## src/rtl/seq_sipo_deser_pkg.sv

```systemverilog
// Shared definitions for the serial-to-parallel deserializer: state encodings,
// state width and a compile-time clog2 helper.
package seq_defs;

  localparam int STATE_W = 2;

  typedef enum logic [STATE_W-1:0] {
    ST_IDLE  = 2'd0,
    ST_SHIFT = 2'd1,
    ST_HOLD  = 2'd2
  } state_t;

  function automatic int clog2(input int value);
    int result;
    result = 0;
    while ((1 << result) < value) result++;
    return result;
  endfunction

endpackage

```

## src/rtl/seq_bit_counter.sv

```systemverilog
// Bit counter for the deserializer; tc marks the strobe that completes a word.
// With SIPO_PARITY_EN defined, the terminal count moves out by one for the parity bit.
module seq_bit_counter
  import seq_defs::*;
#(
  parameter int WIDTH = 8
) (
  input  logic clk,
  input  logic rst_n,
  input  logic clr,
  input  logic inc,
  output logic tc
);

  localparam int CW = clog2(WIDTH + 2);
`ifdef SIPO_PARITY_EN
  localparam int LAST = WIDTH;
`else
  localparam int LAST = WIDTH - 1;
`endif

  logic [CW-1:0] cnt;

  always_ff @(posedge clk) begin
    if (!rst_n || clr) begin
      cnt <= '0;
    end else if (inc) begin
      cnt <= cnt + 1'b1;
    end
  end

  assign tc = (cnt == CW'(LAST));

endmodule

```

## src/rtl/seq_sipo_deser.sv

```systemverilog
// Serial-in parallel-out deserializer with valid/ready output, sticky overrun,
// flush, and optional even parity (macro SIPO_PARITY_EN).
module seq_sipo_deser
  import seq_defs::*;
#(
  parameter int WIDTH     = 8,
  parameter int MSB_FIRST = 1
) (
  input  logic             clk,
  input  logic             rst_n,
  input  logic             d_in,
  input  logic             bit_en,
  input  logic             flush,
  output logic [WIDTH-1:0] out_data,
  output logic             out_valid,
  input  logic             out_ready,
  output logic             overrun,
  input  logic             clr_ovr,
  output logic             parity_err
);

  // Handshake: a word transfers on the edge where out_valid & out_ready are
  // both high; out_data is stable while out_valid=1 and out_ready while
  // out_valid=0 has no effect.

  state_t           state, state_next;
  logic [WIDTH-1:0] sr, sh_next, word;
  logic             tc, take, drop, complete, handshake, perr_next;

  assign handshake = out_valid & out_ready;
  // A strobe in HOLD is usable only if the held word leaves on the same edge.
  assign take      = bit_en & ~flush & ((state != ST_HOLD) | out_ready);
  assign drop      = bit_en & ~flush & (state == ST_HOLD) & ~out_ready;
  assign complete  = take & tc;

  always_comb begin
    if (MSB_FIRST != 0) begin
      sh_next = (sr << 1) | WIDTH'(d_in);
    end else begin
      sh_next = (sr >> 1) | (WIDTH'(d_in) << (WIDTH - 1));
    end
  end

`ifdef SIPO_PARITY_EN
  // The completing strobe is the parity bit; data is already in sr.
  assign word      = sr;
  assign perr_next = (^sr) ^ d_in;
`else
  assign word      = sh_next;
  assign perr_next = 1'b0;
`endif

  seq_bit_counter #(
    .WIDTH(WIDTH)
  ) u_cnt (
    .clk  (clk),
    .rst_n(rst_n),
    .clr  (flush | complete),
    .inc  (take & ~tc),
    .tc   (tc)
  );

  always_ff @(posedge clk) begin
    if (!rst_n) begin
      state <= ST_IDLE;
    end else begin
      state <= state_next;
    end
  end

  always_comb begin
    state_next = state;
    if (flush) begin
      state_next = ST_IDLE;
    end else if (take) begin
      state_next = tc ? ST_HOLD : ST_SHIFT;
    end else if ((state == ST_HOLD) && handshake) begin
      state_next = ST_IDLE;
    end
  end

  always_ff @(posedge clk) begin
    if (!rst_n) begin
      sr        <= '0;
      out_data  <= '0;
      out_valid <= 1'b0;
    end else begin
      if (flush || complete) begin
        sr <= '0;
      end else if (take) begin
        sr <= sh_next;
      end
      if (!flush && complete) begin
        out_data <= word;
      end
      if (flush) begin
        out_valid <= 1'b0;
      end else if (complete) begin
        out_valid <= 1'b1;
      end else if (handshake) begin
        out_valid <= 1'b0;
      end
    end
  end

  always_ff @(posedge clk) begin
    if (!rst_n) begin
      overrun <= 1'b0;
    end else if (drop) begin
      overrun <= 1'b1;
    end else if (clr_ovr) begin
      overrun <= 1'b0;
    end
  end

`ifdef SIPO_PARITY_EN
  always_ff @(posedge clk) begin
    if (!rst_n || flush) begin
      parity_err <= 1'b0;
    end else if (complete) begin
      parity_err <= perr_next;
    end else if (handshake) begin
      parity_err <= 1'b0;
    end
  end
`else
  assign parity_err = perr_next;
`endif

endmodule

```

## config.mk

```make
export PLATFORM = sky130hd
export DESIGN_NAME = seq_sipo_deser
export DESIGN_NICKNAME = d
export VERILOG_FILES = /design/src/rtl/seq_sipo_deser_pkg.sv /design/src/rtl/seq_bit_counter.sv /design/src/rtl/seq_sipo_deser.sv
export SDC_FILE = /design/constraint.sdc
export NUM_CORES = 1
export LEC_CHECK = 0
export ABC_AREA = 1
export BUFFER_PORTS_ARGS = -buffer_cell sky130_fd_sc_hd__clkbuf_2
export CAP_MARGIN = 0
export CORE_MARGIN = 2
export CORE_UTILIZATION = 52
export DETAILED_ROUTE_END_ITERATION = 10
export PLACE_DENSITY = 0.75
export SETUP_SLACK_MARGIN = 0.5
export SYNTH_ARGS = -nofsm -noshare
export SYNTH_HDL_FRONTEND = slang
export SYNTH_SLANG_ARGS = --single-unit
```

## constraint.sdc

```tcl
create_clock -name clk -period 1.5 [get_ports clk]
set_input_delay 0.3 -clock clk [delete_from_list [all_inputs] [get_ports clk]]
set_output_delay 0.3 -clock clk [all_outputs]
set_load 0.1 [all_outputs]
```

==> results_tabular.tex, run 1 <==
\begin{tabular}{lr}
\hline
Metric & Value \\
\hline
\multicolumn{2}{l}{\textbf{Run status}} \\
Run status & finished, final reports clean \\
\multicolumn{2}{l}{\textbf{Yosys}} \\
Number of synthesized flops with an enable pin & 0 \\
Synth warn & 0 \\
Biggest area contributors in the synthesized netlist & sky130\_fd\_sc\_hd\_\_dfxtp\_1 48\%, sky130\_fd\_sc\_hd\_\_nand2\_1 13\%, sky130\_fd\_sc\_hd\_\_a21oi\_1 7.8\%, sky130\_fd\_sc\_hd\_\_inv\_1 5.9\%, sky130\_fd\_sc\_hd\_\_nor2\_1 4.3\% \\
Dominant cell by count in the synthesized netlist & sky130\_fd\_sc\_hd\_\_nand2\_1 \\
Library cells used by synthesis & 20 \\
Sequential area share after synthesis & 0.479 \\
Biggest area consumer among synthesized cells & sky130\_fd\_sc\_hd\_\_dfxtp\_1 \\
Summed instance area of the synthesized netlist & 961 µm² \\
Main flop type after synthesis & sky130\_fd\_sc\_hd\_\_dfxtp\_1 \\
List of most frequent post-synthesis cells & 34 x sky130\_fd\_sc\_hd\_\_nand2\_1, 23 x sky130\_fd\_sc\_hd\_\_dfxtp\_1, 15 x sky130\_fd\_sc\_hd\_\_a21oi\_1, 15 x sky130\_fd\_sc\_hd\_\_inv\_1, 11 x sky130\_fd\_sc\_hd\_\_nor2\_1 \\
Flip-flop and latch count after synthesis & 23 \\
Average cell area after synthesis & 7.51 µm² \\
Number of nets in the synthesized netlist & roughly 140 \\
Fraction of registers with async set or reset after synthesis & 0 \\
Number of instances in the synthesized netlist & 128 \\
Fraction of post-synthesis cell area in the top cell type by area & 0.479 \\
\multicolumn{2}{l}{\textbf{Global routing}} \\
First-pass GRT wire length & $\sim$3.6 mm \\
Global route overflow & 0 \\
Via count of the first global-routing pass & 832 \\
Maximum number of pins on one net before global-route repair & 13 \\
Number of antenna violations at the first check in global routing & 0 \\
Aggregate global-route resource usage & 0.235 \\
\multicolumn{2}{l}{\textbf{Clock tree}} \\
Number of clock sinks & 23 \\
Count of H-tree levels built during CTS & 1 \\
TritonCTS Buffers & 3 \\
Maximum count of clock buffers along a single path & 2 \\
Total of hold buffers inserted after clock tree synthesis & 0 \\
Clk Tree Root Cell & sky130\_fd\_sc\_hd\_\_clkbuf\_4 \\
Clk pin slew, worst setup/hold paths & 0.12 ns \\
CTS tree & yes \\
Worst-skew pair later-pin latency & 0.30 ns \\
\multicolumn{2}{l}{\textbf{Hold path}} \\
HP Start & clr\_ovr \\
Path type of the worst min-delay path & input port to flop \\
\multicolumn{2}{l}{\textbf{Critical path}} \\
Critical-path maximum fanout & 7 \\
Crit path launch & u\_cnt.cnt[1] \\
Startpoint of the worst-slack reg-to-reg timing path & u\_cnt.cnt[1] \\
Crit. End Element & flop \\
Crit path kind & flop to flop \\
Critical path data arrival time & 1.48 ns \\
Startpoint type of the worst setup path & flop \\
Required time of the critical path & 1.71 ns \\
\multicolumn{2}{l}{\textbf{Layout}} \\
Synthesis-to-finish area growth & 54.0\% \\
ANT cells & 0 \\
Final net count & 164 \\
Share of cells above drive strength 1 & 0.426 \\
\multicolumn{2}{l}{\textbf{Routing}} \\
Total wire length & 2.64 mm \\
Met1 WL & 1.09 mm \\
Number of nets with antenna violations after detailed routing & 0 \\
Met3 layer wire length in the routed design & 140 µm \\
Vias after detailed routing & 962 \\
Residual DRC count & 0 \\
TritonRoute pass-1 iters & 5 \\
Initial DRC Count & 36 \\
Amount of wire on met2 after detailed routing & 1.33 mm \\
Average via count per standard cell & approximately 5.3 \\
Highest Signal Layer & met4 \\
Wire per inst & 14.7 µm \\
\multicolumn{2}{l}{\textbf{Power and ir drop}} \\
Flop pwr share & 0.637 \\
Switching power of the nets & 0.226 mW \\
Clock power frac & 0.287 \\
Static Leakage & just over 0.6 nW \\
Internal power & roughly 0.74 mW \\
Switching power share of the total & 0.235 \\
Worst voltage drop across the vdd grid & 0.597 mV \\
Share of power burned in combinational logic & 0.076 \\
Pwr dens & 649 nW/µm² \\
\multicolumn{2}{l}{\textbf{Run}} \\
Max Cap Violations & 0 \\
\multicolumn{2}{l}{\textbf{Timing}} \\
Setup Total Neg Slack & 0 ns \\
Setup-violating endpoint count in the final report & 0 \\
Unrepaired setup endpoints after global routing & true \\
Crit path time final & 1.26 ns \\
Max-slew violation total from the final report & 0 \\
Final cycle utilization of the critical path & 0.843 \\
Final hold slack & 0.222 ns \\
Maximum clock frequency & 791 MHz \\
Final hold vios & 0 \\
Worst clock skew on the final layout & 0.0102 ns \\
\multicolumn{2}{l}{\textbf{Floorplanning}} \\
X dimension of the die & $\sim$47 µm \\
Top-level I/O count & 18 \\
Area inside the core boundary & 1730 µm² \\
Die area & 2210 µm² \\
Die height & 47.0 µm \\
Site Rows & 15 \\
Initial core utilization & 0.557 \\
\multicolumn{2}{l}{\textbf{Placement}} \\
Number of port buffers & 16 \\
RD Place Congestion & around 0.8 \\
HPWL Detailed & 1.25 mm \\
\hline
\end{tabular}
## state kept, by name, indices dropped and copies added, names as in the netlist
signal	count
out_data	8
out_valid	1
sr	7
state	2
overrun	1
u_cnt.cnt	4
## routing by layer
| metal | vias up | global-route usage |
|---|---|---|
| met3 | 12 | 0.0308 |
| met1 | 443 | 0.284 |
| met4 | 0 | 0.117 |
| met2 | 52 | 0.408 |
| met5 | - | 0 |
| li1 | 455 | - |
## area by class of cell
class                      count  area (µm²)
sequential                    23         482
clock buffer                   4        26.3
fill                          88         246
inverter                      16        60.1
tap                           25        31.3
timing repair buffer          27         382
multi-input combinational     85         499
## power by group through the flow
stage	Sequential, mW	Combinational (mW)	Clock, mW
after floorplan	0.629	0.0444	0
after global placement	0.629	0.0602	0
after detailed placement	0.630	0.0612	0
after CTS	0.612	0.0651	0.287
after global routing	0.613	0.0788	0.309
final	0.612	0.0731	0.276
## per-stage QoR
| stage | power [mW] | cell area, µm² | std cells | setup WS (ns) | utilization |
|---|---|---|---|---|---|
| 4_1_cts | 0.964 | 1410 | 179 | 0.273 | 0.817 |
| 6_report | 0.961 | 1480 | 180 | 0.236 | 0.857 |
| 3_3_place_gp | 0.690 | 1110 | 169 | 0.184 | 0.641 |
| 2_1_floorplan | 0.673 | 998 | 128 | 0.299 | - |
| 5_1_grt | 1.00 | 1480 | 180 | 0.184 | 0.857 |
| 3_5_place_dp | 0.691 | 1110 | 169 | 0.153 | 0.641 |
## kinds of logic (layout without fill, tap and decap cells)
kind of cell	after synthesis	count (layout)	synth area share
AOI/OAI and AO/OA	22	22	0.115
and+or+nand+nor	60	60	0.283
buffers and inverters	20	47	0.0976
adders and majority gates	1	1	0.0130
DFF	23	23	0.479
other	1	1	0.00390
xor gates and xnor gates	1	1	0.00912
## placed cells by master (no fill, tap or decap), drive strengths merged
cell type / Yosys / routed
a21oi: 15 / 15
buf: 4 / 12
clkbuf: 0 / 19
clkinv: 1 / 1
conb: 1 / 1
dfxtp: 23 / 23
ha: 1 / 1
inv: 15 / 15
nand2: 36 / 36
nand3: 7 / 7
nand4: 3 / 3
nor2: 13 / 13
o21ai: 7 / 7
or2: 1 / 1
xor2: 1 / 1
## final timing paths
kind / end / slack, ns / cells after the start
worst max register to register: out_data[6] / 0.24 / 7
worst min-delay path: overrun / 0.22 / 4
worst max-delay path: out_data[6] / 0.24 / 7
worst min register to register: overrun / 0.49 / 2
## critical path, cell delays in order (launching register included)
cell	delay, ns
sky130_fd_sc_hd__dfxtp_4	0.38
sky130_fd_sc_hd__ha_4	0.14
sky130_fd_sc_hd__nand2_4	0.05
sky130_fd_sc_hd__nor2_4	0.11
sky130_fd_sc_hd__nand3_4	0.13
sky130_fd_sc_hd__buf_6	0.17
sky130_fd_sc_hd__o21ai_2	0.13
sky130_fd_sc_hd__nor2_1	0.06
## repair_timing
item                                   4_1_cts  5_1_grt
cloned                                       1        0
setup endpoints to repair                   32       32
buffers inserted                             5        1
pin swaps                                    2        4
gates resized for setup                     39       18
endpoints found under the hold margin        0        0
Note: power is estimated with default switching activity, not from simulation.
==> inputs of run 2 (changes only) <==
Clock period 1.5 ns to 1.3 ns, I/O delays scaled along.
==> run 2 against run 1 <==
Effect of this change: the run now ends with negative setup slack left; global-route usage increased by 0.79 points; cell area decreased by 4.7%; worst setup slack lost 0.26 ns; flip-flop and latch count unchanged; cell count did not move; maximum frequency shrank 4.8%; combinational power rose by 15%; critical endpoint is now state[1]; largest power group unchanged.
==> results_tabular.tex, run 2 (same netlist as run 1, synthesis figures left out) <==
\begin{tabular}{lr}
\hline
Metric & Value \\
\hline
\multicolumn{2}{l}{\textbf{Run status}} \\
Run status & finished, violations left \\
Failing checks & negative setup slack \\
\multicolumn{2}{l}{\textbf{Floorplanning}} \\
X dimension of the die & 47.0 µm \\
Site Rows & 15 \\
Die area & 2210 µm² \\
Area inside the core boundary & 1730 µm² \\
Initial core utilization & 0.557 \\
Top-level I/O count & 18 \\
Die height & $\sim$47 µm \\
\multicolumn{2}{l}{\textbf{Clock tree}} \\
Count of H-tree levels built during CTS & 1 \\
Clk Tree Root Cell & sky130\_fd\_sc\_hd\_\_clkbuf\_4 \\
Clk pin slew, worst setup/hold paths & roughly 0.12 ns \\
Worst-skew pair later-pin latency & 0.32 ns \\
CTS tree & yes \\
Number of clock sinks & 23 \\
TritonCTS Buffers & 3 \\
Maximum count of clock buffers along a single path & 2 \\
\multicolumn{2}{l}{\textbf{Global routing}} \\
Aggregate global-route resource usage & 0.243 \\
Via count of the first global-routing pass & 824 \\
Global route overflow & 0 \\
Met1 global-route usage & 0.270 \\
Global-route met2 utilization & 0.441 \\
Number of antenna violations at the first check in global routing & 0 \\
Met3 global-route usage & 0.0346 \\
Maximum number of pins on one net before global-route repair & 14 \\
Global routing's busiest layer & met2 \\
First-pass GRT wire length & about 3.6 mm \\
\multicolumn{2}{l}{\textbf{Placement}} \\
HPWL Detailed & 1.65 mm \\
RD Place Congestion & 0.839 \\
Number of port buffers & 16 \\
\multicolumn{2}{l}{\textbf{Timing}} \\
Maximum clock frequency & 753 MHz \\
Unrepaired setup endpoints after global routing & true \\
Setup-violating endpoint count in the final report & 13 \\
Crit path time final & 1.33 ns \\
Final hold slack & 0.144 ns \\
Min setup slack post-route & -0.0280 ns \\
Final hold vios & 0 \\
Max-slew violation total from the final report & 0 \\
Worst clock skew on the final layout & 0.00309 ns \\
Final cycle utilization of the critical path & 1.02 \\
\multicolumn{2}{l}{\textbf{Run}} \\
Max Cap Violations & 0 \\
\multicolumn{2}{l}{\textbf{Layout}} \\
Most common library cell in the layout ignoring fill and taps & sky130\_fd\_sc\_hd\_\_nand2\_1 \\
Final net count & 164 \\
Flip-flop count of the largest register, all copies and words added & 8 \\
Synthesis-to-finish area growth & 46.7\% \\
Final core area utilization & 0.817 \\
Most used cells in the layout excluding fill and tap cells & 31 x sky130\_fd\_sc\_hd\_\_nand2\_1, 14 x sky130\_fd\_sc\_hd\_\_inv\_1, 13 x sky130\_fd\_sc\_hd\_\_a21oi\_1 \\
Filler cells & 120 \\
ANT cells & 0 \\
Share of cells above drive strength 1 & 0.368 \\
Largest Register & out\_data \\
Largest registers & out\_data x8, sr x7, u\_cnt.cnt x4 \\
\multicolumn{2}{l}{\textbf{Critical path}} \\
Slowest cell on the critical path & sky130\_fd\_sc\_hd\_\_dfxtp\_2 \\
Critical path data arrival time & between 1.5 and 2 ns \\
Critical-path maximum fanout & 5 \\
Startpoint type of the worst setup path & flop \\
Crit-path cells & ha\_4 > nand2\_4 > nor2\_4 > nand3\_4 > buf\_6 > a21oi\_2 \\
Required time of the critical path & 1.56 ns \\
Crit. End Element & flop \\
Worst path bufs/invs & 1 \\
Crit path kind & flop to flop \\
Cell type group with the largest total delay on the critical path & simple AND/OR/NAND/NOR gates \\
Maximum single-stage delay on the critical path & between 0.3 and 0.4 ns \\
\multicolumn{2}{l}{\textbf{Routing}} \\
Wire per inst & about 14 µm \\
Average via count per standard cell & 5.28 \\
Number of nets with antenna violations after detailed routing & 0 \\
Residual DRC count & 0 \\
Total wire length & 2.59 mm \\
Vias after detailed routing & 950 \\
Initial DRC Count & 32 \\
TritonRoute pass-1 iters & 5 \\
\multicolumn{2}{l}{\textbf{Power and ir drop}} \\
Pwr dens & slightly below 800 nW/µm² \\
Static Leakage & 0.575 nW \\
Worst voltage drop across the vdd grid & roughly 0.65 mV \\
\multicolumn{2}{l}{\textbf{Hold path}} \\
Path type of the worst min-delay path & input port to flop \\
\hline
\end{tabular}
[run 2: final timing paths]
kind,start,endpoint,slack [ns],depth (start not counted)
worst max register to register,u_cnt.cnt[1],state[1],-0.03,6
worst min register to register,sr[5],sr[5],0.50,2
worst max-delay path,u_cnt.cnt[1],state[1],-0.03,6
worst min-delay path,rst_n,out_data[7],0.14,3
[run 2: cell type report]
| type | instances | area [µm²] | share of cell area |
|---|---|---|---|
| multi-input cells | 87 | 489 | 0.347 |
| flip-flops and latches | 23 | 500 | 0.355 |
| repair buffers | 25 | 302 | 0.214 |
| clock buffers | 3 | 22.5 | 0.0160 |
| well taps | 25 | 31.3 | 0.0222 |
| clock inverters | 1 | 5.00 | 0.00355 |
| inverters | 16 | 60.1 | 0.0426 |
[run 2: per-layer routing]
| metal | wire, µm | share of wire |
|---|---|---|
| met5 | 0 | 0 |
| met4 | 68 | 0.026 |
| met3 | 122 | 0.047 |
| met2 | 1380 | 0.54 |
| met1 | 1010 | 0.39 |
[run 2: worst register-to-register path: cells and delay by family (launching register included)]
| kind | cells | cell delay (ns) |
|---|---|---|
| compound gates | 1 | 0.12 |
| flops | 1 | 0.37 |
| simple gates | 3 | 0.46 |
| buf+inv | 1 | 0.17 |
| fa+ha+maj | 1 | 0.15 |
[run 2: power by group]
group | switching, mW | internal, mW | leakage (nW)
Clock | 0.215 | 0.115 | 0.0177
Sequential | 0.00253 | 0.687 | 0.194
Combinational | 0.0594 | 0.0243 | 0.363
Total | 0.277 | 0.826 | 0.575
[run 2: what timing repair did]
action	CTS	global route
gates resized for setup	1	10
cloned	1	1
setup endpoints to repair	32	33
hold buffers	0	0
pin swaps	0	3
buffers inserted	1	1
[run 2: metrics by stage]
stage          worst slack, ns  cell area [µm²]  setup TNS [ns]  power (mW)  cells
5_1_grt                -0.0912             1410           -1.51        1.15    180
4_1_cts                 0.0139             1360               0        1.10    178
3_5_place_dp           -0.0328             1310          -0.198       0.780    172
3_3_place_gp            0.0231             1310               0       0.777    172
2_1_floorplan            0.101             1030               0       0.757    128
6_report               -0.0280             1410          -0.123        1.10    180
